[src/rtl/ahb_arb2_pkg.sv]
// Shared AHB-Lite types and encodings for the two-master arbiter slice.
package ahb_arb2_pkg;

  localparam logic [1:0] AHB_IDLE   = 2'b00;
  localparam logic [1:0] AHB_BUSY   = 2'b01;
  localparam logic [1:0] AHB_NONSEQ = 2'b10;
  localparam logic [1:0] AHB_SEQ    = 2'b11;
  localparam logic       AHB_OKAY   = 1'b0;
  localparam logic       AHB_ERROR  = 1'b1;

  typedef struct packed {
    logic        HSEL;
    logic [31:0] HADDR;
    logic        HWRITE;
    logic [2:0]  HSIZE;
    logic [1:0]  HTRANS;
    logic [31:0] HWDATA;
    logic        HREADY;
  } AhbC;

  typedef struct packed {
    logic [31:0] HRDATA;
    logic        HREADY;
    logic        HRESP;
  } AhbR;

  // Which master owns the data phase currently at the slave.
  typedef enum logic [1:0] {
    DPH_NONE = 2'd0,
    DPH_M0   = 2'd1,
    DPH_M1   = 2'd2
  } dph_e;

  function automatic logic is_req(input logic [1:0] htrans);
    return (htrans == AHB_NONSEQ) || (htrans == AHB_SEQ);
  endfunction

endpackage

[src/rtl/ahb_hold_buf.sv]
// One-entry HRDATA/HRESP holding register for a master whose response
// arrived while it was stalled waiting for its next address grant.
module ahb_hold_buf
  import ahb_arb2_pkg::*;
(
  input  logic        clk,
  input  logic        rst,
  input  logic        cap_i,
  input  logic        clr_i,
  input  logic [31:0] rdata_i,
  input  logic        resp_i,
  output logic        valid_o,
  output logic [31:0] rdata_o,
  output logic        resp_o
);

  logic        valid_q;
  logic [31:0] rdata_q;
  logic        resp_q;

  always_ff @(posedge clk) begin
    if (rst) begin
      valid_q <= 1'b0;
      rdata_q <= '0;
      resp_q  <= AHB_OKAY;
    end else if (cap_i) begin
      valid_q <= 1'b1;
      rdata_q <= rdata_i;
      resp_q  <= resp_i;
    end else if (clr_i) begin
      valid_q <= 1'b0;
    end
  end

  assign valid_o = valid_q;
  assign rdata_o = rdata_q;
  assign resp_o  = resp_q;

endmodule

[src/rtl/ahb_arb2.sv]
// Two-master AHB-Lite arbiter: round-robin (or m0-fixed) address grant,
// burst lock on SEQ, data-phase ownership tracking and response hold buffers.
module ahb_arb2
  import ahb_arb2_pkg::*;
#(
  parameter int unsigned FIXED_PRIO = 0
) (
  input  logic clk,
  input  logic rst,
  input  AhbC  m0_c,
  output AhbR  m0_r,
  input  AhbC  m1_c,
  output AhbR  m1_r,
  output AhbC  s_c,
  input  AhbR  s_r
);

  logic [1:0]       req;
  logic [1:0]       gnt;
  logic             last_gnt_q, last_gnt_d;
  dph_e             dph_q, dph_d;
  logic [1:0]       hv, hr, cap, clr;
  logic [1:0][31:0] hd;
  AhbR              mr [2];
  logic             own;

  logic unused_ok;
  assign unused_ok = &{1'b0, m0_c.HSEL, m0_c.HREADY, m1_c.HSEL, m1_c.HREADY};

  assign req = {is_req(m1_c.HTRANS), is_req(m0_c.HTRANS)};

  always_comb begin
    gnt = '0;
    if (!rst && s_r.HREADY) begin
      // The last granted master keeps the bus for the rest of its burst.
      if (!last_gnt_q && m0_c.HTRANS == AHB_SEQ)      gnt[0] = 1'b1;
      else if (last_gnt_q && m1_c.HTRANS == AHB_SEQ)  gnt[1] = 1'b1;
      else if (req[0] && req[1]) begin
        if (FIXED_PRIO != 0 || last_gnt_q) gnt[0] = 1'b1;
        else                               gnt[1] = 1'b1;
      end
      else if (req[0]) gnt[0] = 1'b1;
      else if (req[1]) gnt[1] = 1'b1;
    end
  end

  always_comb begin
    s_c.HSEL   = gnt[0] | gnt[1];
    s_c.HADDR  = gnt[1] ? m1_c.HADDR  : m0_c.HADDR;
    s_c.HSIZE  = gnt[1] ? m1_c.HSIZE  : m0_c.HSIZE;
    s_c.HWRITE = gnt[1] ? m1_c.HWRITE : m0_c.HWRITE;
    s_c.HTRANS = gnt[0] ? m0_c.HTRANS : (gnt[1] ? m1_c.HTRANS : AHB_IDLE);
    s_c.HWDATA = (dph_q == DPH_M1) ? m1_c.HWDATA : m0_c.HWDATA;
    s_c.HREADY = s_r.HREADY;
  end

  always_comb begin
    dph_d      = dph_q;
    last_gnt_d = last_gnt_q;
    if (s_r.HREADY) dph_d = gnt[0] ? DPH_M0 : (gnt[1] ? DPH_M1 : DPH_NONE);
    if (gnt[0])      last_gnt_d = 1'b0;
    else if (gnt[1]) last_gnt_d = 1'b1;
  end

  always_ff @(posedge clk) begin
    if (rst) begin
      dph_q      <= DPH_NONE;
      last_gnt_q <= 1'b0;
    end else begin
      dph_q      <= dph_d;
      last_gnt_q <= last_gnt_d;
    end
  end

  // A completing response for a master that is stalled on its next request is
  // parked in the hold buffer and released in the cycle that master is granted.
  always_comb begin
    cap = '0;
    clr = '0;
    own = 1'b0;
    for (int unsigned i = 0; i < 2; i++) begin
      own   = (dph_q == ((i == 0) ? DPH_M0 : DPH_M1));
      mr[i] = '{HRDATA: '0, HREADY: 1'b1, HRESP: AHB_OKAY};
      if (!rst) begin
        if (hv[i]) begin
          mr[i].HRDATA = hd[i];
          mr[i].HRESP  = hr[i];
          mr[i].HREADY = gnt[i];
          clr[i]       = gnt[i];
        end else if (own) begin
          mr[i].HRDATA = s_r.HRDATA;
          mr[i].HRESP  = s_r.HRESP;
          if (!s_r.HREADY) begin
            mr[i].HREADY = 1'b0;
          end else if (req[i] && !gnt[i]) begin
            mr[i].HREADY = 1'b0;
            cap[i]       = 1'b1;
          end
        end else begin
          mr[i].HREADY = ~req[i] | gnt[i];
        end
      end
    end
  end

  for (genvar g = 0; g < 2; g++) begin : g_hold
    ahb_hold_buf u_hold (
      .clk     (clk),
      .rst     (rst),
      .cap_i   (cap[g]),
      .clr_i   (clr[g]),
      .rdata_i (s_r.HRDATA),
      .resp_i  (s_r.HRESP),
      .valid_o (hv[g]),
      .rdata_o (hd[g]),
      .resp_o  (hr[g])
    );
  end

  assign m0_r = mr[0];
  assign m1_r = mr[1];

endmodule

[config.mk]
export PLATFORM = sky130hd
export DESIGN_NAME = ahb_arb2
export DESIGN_NICKNAME = d
export VERILOG_FILES = /design/src/rtl/ahb_arb2_pkg.sv /design/src/rtl/ahb_hold_buf.sv /design/src/rtl/ahb_arb2.sv
export SDC_FILE = /design/constraint.sdc
export NUM_CORES = 1
export LEC_CHECK = 0
export BUFFER_PORTS_ARGS = -buffer_cell sky130_fd_sc_hd__buf_4
export CAP_MARGIN = 5
export CORE_MARGIN = 1.5
export CORE_UTILIZATION = 25
export CTS_CLUSTER_SIZE = 30
export DETAILED_ROUTE_END_ITERATION = 8
export HOLD_SLACK_MARGIN = 0.15
export SYNTH_ARGS = -nofsm -noshare
export SYNTH_HDL_FRONTEND = slang
export SYNTH_SLANG_ARGS = --single-unit
[constraint.sdc]
create_clock -name clk -period 1.8 [get_ports clk]
set_clock_uncertainty 0.15 [all_clocks]
set_input_delay 0 -clock clk [delete_from_list [all_inputs] [get_ports clk]]
set_output_delay 0 -clock clk [all_outputs]
set_load 0.02 [all_outputs]
## Yosys cells after proc, flatten, opt, wreduce, memory -nomap -nowiden

Cells that the tools add are included.

| storage, ports and cells | value |
|---|---|
| memory bits (read-only) | 0 |
| memories kept | 0 |
| register bits after elaboration | 71 |
| bits in writable memories | 0 |
| word-level logic and storage cells | 85 |
| bits in latches | 0 |

| operators by class | value |
|---|---|
| multipliers | 0 |
| shifts and indexed selects | 0 |
| eq/ne operators | 6 |
| reductions and logical operators | 15 |
| $add $sub $neg | 0 |
| bitwise gates (word level) | 5 |
| multiplexer cells | 51 |
| div/mod/pow operators | 0 |
| order comparisons | 0 |

Operators with widths:

| operator | number |
|---|---|
| 34-bit 2-to-1 mux | 4 |
| 32-bit 2-to-1 mux | 4 |
| 1-bit 2-to-1 mux | 36 |
| 2-bit 2-to-1 mux | 6 |
| 2-bit == test, second input constant | 5 |
| 1-bit logical AND | 6 |
| 1-bit logical NOT | 4 |
| 2-bit nonzero test | 2 |
| 3-bit 2-to-1 mux | 1 |
| 1-bit bitwise OR | 3 |
| 2-bit by 1-bit == test with 1-bit output, second input constant | 1 |
| 1-bit logical OR | 2 |
| 1-bit NOT | 2 |
| 2-bit OR reduction | 1 |

## Longest topological paths before layout

| logic depth | value |
|---|---|
| depth after elaboration | 16 |
| mapped depth | 6 |

## By module

A second synthesis with hierarchy kept.

| second synthesis, totals | value |
|---|---|
| cells, all modules | 566 |
| area, all modules | 4899.7 um2 |

Modules (own cells, without submodules):

| module | cells each | area each (um2) | instances |
|---|---|---|---|
| ahb_hold_buf | 111 | 1238.7 | 2 |
| ahb_arb2 | 344 | 2422.3 | 1 |

## Least setup slack after synthesis

OpenSTA, ideal clock, no wires.

| timing | value |
|---|---|
| path type | register to output |
| start | register last_gnt_q |
| end | output s_c[68] (netlist name) |
| setup slack | -13 ps |
| buffers on the path | 2 |
| cell stages (with the launch flop) | 6 |
| required time | 1650 ps |
| arrival time | 1663 ps |
| path through | dfxtp_1 -> and2_1 -> clkbuf_1 -> o311ai_4 -> buf_6 -> mux2_1 |

RTL lines:

| what | RTL line | RTL |
|---|---|---|
| from (decl) | ahb_arb2.sv:20 | `logic last_gnt_q, last_gnt_d;` |
| from (signal assigned) | ahb_arb2.sv:71 | `last_gnt_q <= last_gnt_d;` |
| to (decl) | ahb_arb2.sv:14 | `output AhbC s_c,` |

==> metrics <==
Clock Latency Late Sink 0.33 ns; total power 5.16 mW; global placement routability congestion 0.746; hpwl dp 13,000 µm; TritonCTS Buffers 9; HP Class input pin to flop; crit-path leading delay family buffers and inverters; crit end category output pin; DRT Wirelength 21,700 µm; most common cell in the synthesized netlist nand2_1; global-route wire length before repair 29,300 µm; top cell type's share of synthesized area 31.4%; Stages on worst setup path 6; area grow syn2layout 113%; fin cells 1,137; final period utilization 114%; Clk pin slew, worst setup/hold paths 0.06 ns; outcome finished with violations; Final ANT Viol Nets 0; nets 1,088; static leakage 4.44 nW; Post-Syn Instances 528; Die X 137 µm; Filler cells 1,539; Synth Area in XOR/XNOR 0%; largest family of logic cells by synthesized area multiplexers; CP Data Required Time 1.65 ns; PwrDens 535 nW/µm²; initial cell density of the core 25.9%; CTS tree yes; Mapped Area 4520 µm²; Max stage delay on crit path 0.36 ns; unrepaired setup endpoints after global routing true; GRT Total Usage 20.3%; Async SR Flop Fraction 0%; core area 17,500 µm²; multiplexer share of the synthesized area 31.6%; largest net degree at the start of global routing 68; Post-Syn Nets 708; largest cells by area after synthesis dfxtp_1 (31%), mux2_2 (17%), mux2i_1 (15%); post-synthesis compound-gate area fraction 14.2%; peak supply drop 0.000392 V; Post-synth EDFFs 0; Setup crit start last_gnt_q; Die Y 137 µm; maxcap violations 0; # port buffers 315; worst reg2reg startpoint dph_q[0]; Placed Cells incl. Taps 1,036; R2R Setup Slk -0.21 ns; worst reg2reg path depth 9; final count of negative-setup-slack endpoints 158; Crit-path slowest cell dfxtp_4; Worst Tran Pin Value 0.608 ns; GRT overflow 0; Distinct cells, synth 33; fraction of layout cells with a size suffix above 1 60.1%; Slew HR 59.5%; Post-synth top cells nand2_1 (102), dfxtp_1 (71), nor2_1 (68), a22oi_1 (67), mux2_2 (67); DRC viols 0; antenna violations before repair 0; die area 18,900 µm²; Rows 48; CTS Buffer Depth 2; Yosys reg bits 71; num ports 320; critical path peak fanout 7; Via density 4.83; violated checks setup timing; ordered list of cells on the worst path and2_4, o311ai_4, buf_12, clkbuf_16, mux2_4, buf_6; clock root cell clkbuf_16; FF-to-FF End g_hold[1].u_hold.rdata_o[18]; Seq/Total Area, Yosys 31.4%; Main synth FF type dfxtp_1; setup ws final -0.256 ns; DR iter-0 viols 187; vias in the first global route 5,362; post-synthesis adder-cell area fraction 0%; Mean Syn Cell Area 8.56 µm²; # H-tree levels 3; Ys Warns 0; CP Class flop to output pin; CP endpoint s_c[44]; WL/cell 19.1 µm; routed vias 5,488; final hold vios 0; Synth area leader dfxtp_1; Crit path arrival time 1.91 ns; crit start category flop; fin crit period 2.06 ns; First-pass DRT Iterations 4; buffers and inverters on the worst path 3; Pins Over Slew Limit 0; Antenna diodes 0; clock net sink count 71; fmax 0.486 GHz; simple-gate share of the synthesized area 17.3%
[report_power, final]
| part | internal, mW | switching, mW |
|---|---|---|
| clock | 1.15 | 0.705 |
| sequential | 1.58 | 0.00889 |
| combinational | 0.974 | 0.747 |
| total | 3.70 | 1.46 |
[routing by layer]
layer | routed length [µm] | global-route usage [%]
met5 | 0 | 0
met4 | 136 | 3.51
met3 | 1380 | 3.75
met2 | 11300 | 36.6
met1 | 8920 | 25.4
[worst reg2reg max path, cell delays in order (launching register included)]
cell       delay [ns]
dfxtp_2          0.34
buf_12           0.12
nor3b_4          0.21
buf_6            0.15
buf_8            0.11
buf_6            0.09
nor4b_4          0.20
buf_6            0.19
clkbuf_16        0.19
mux2i_1          0.19
[state kept, by name, indices dropped and copies added, names as in the netlist]
| signal | count |
|---|---|
| dph_q | 2 |
| last_gnt_q | 1 |
| g_hold.u_hold.resp_o | 2 |
| g_hold.u_hold.rdata_o | 64 |
| g_hold.u_hold.valid_o | 2 |
[repair_timing]
item,4_1_cts,5_1_grt
pin swaps,18,23
endpoints found under the hold margin,71,11
gates cloned,11,7
buffers inserted,29,11
resized for setup,202,83
setup endpoints to repair,134,206
hold buffers,41,1
[kinds of logic after synthesis]
group	count (synthesis)
AOI/OAI and AO/OA	84
muxes	134
buffers and inverters	53
DFF	71
and+or+nand+nor	186
[placed cells by master (no fill, tap or decap), types with 3 or more instances in the layout]
cell and count:
clkbuf_16 14, nand2_1 102, buf_8 3, buf_4 253
mux2_4 66, buf_16 6, dfxtp_1 68, a21oi_1 4
buf_6 88, dlygate4sd3_1 40, buf_12 23, mux2i_1 66
nor2_1 61, a22oi_2 66, nor2_2 7, clkinv_4 3
[layout make-up]
cell class,instances,area [µm²],area share [%]
clock buffer,11,253,2.62
tap,225,282,2.92
timing repair buffer,419,4100,42.5
sequential,71,1430,14.8
multi-input combinational,404,3510,36.4
inverter,3,16.3,0.169
clock inverter,4,55.1,0.571
[worst min path at each step]
stage / startpoint / endpoint / slack [ns] / cells after the start
floorplan: s_r[1] / s_c[0] / -0.04 / 1
global placement: rst / dph_q[0] / 0.09 / 2
detailed placement: rst / last_gnt_q / 0.09 / 2
CTS: m1_c[33] / last_gnt_q / 0.15 / 5
global route: rst / g_hold[0].u_hold.rdata_o[28] / 0.13 / 4
finish: rst / g_hold[0].u_hold.rdata_o[27] / 0.11 / 4
[per-stage QoR]
stage | utilization, % | worst slack [ns] | hold slack (ns) | TNS (ns) | instance area [µm²]
final | 55.2 | -0.256 | 0.109 | -18.70 | 9640
after floorplan | - | -0.0129 | -0.0374 | -0.0129 | 4520
after global placement | 41.1 | 0.0353 | 0.0931 | 0 | 7180
after detailed placement | 41.1 | 0.0255 | 0.0886 | 0 | 7180
after CTS | 53.0 | -0.318 | 0.152 | -25.52 | 9270
after global routing | 55.2 | -0.340 | 0.127 | -32.93 | 9640
Note: power is estimated with default switching activity, not from simulation.
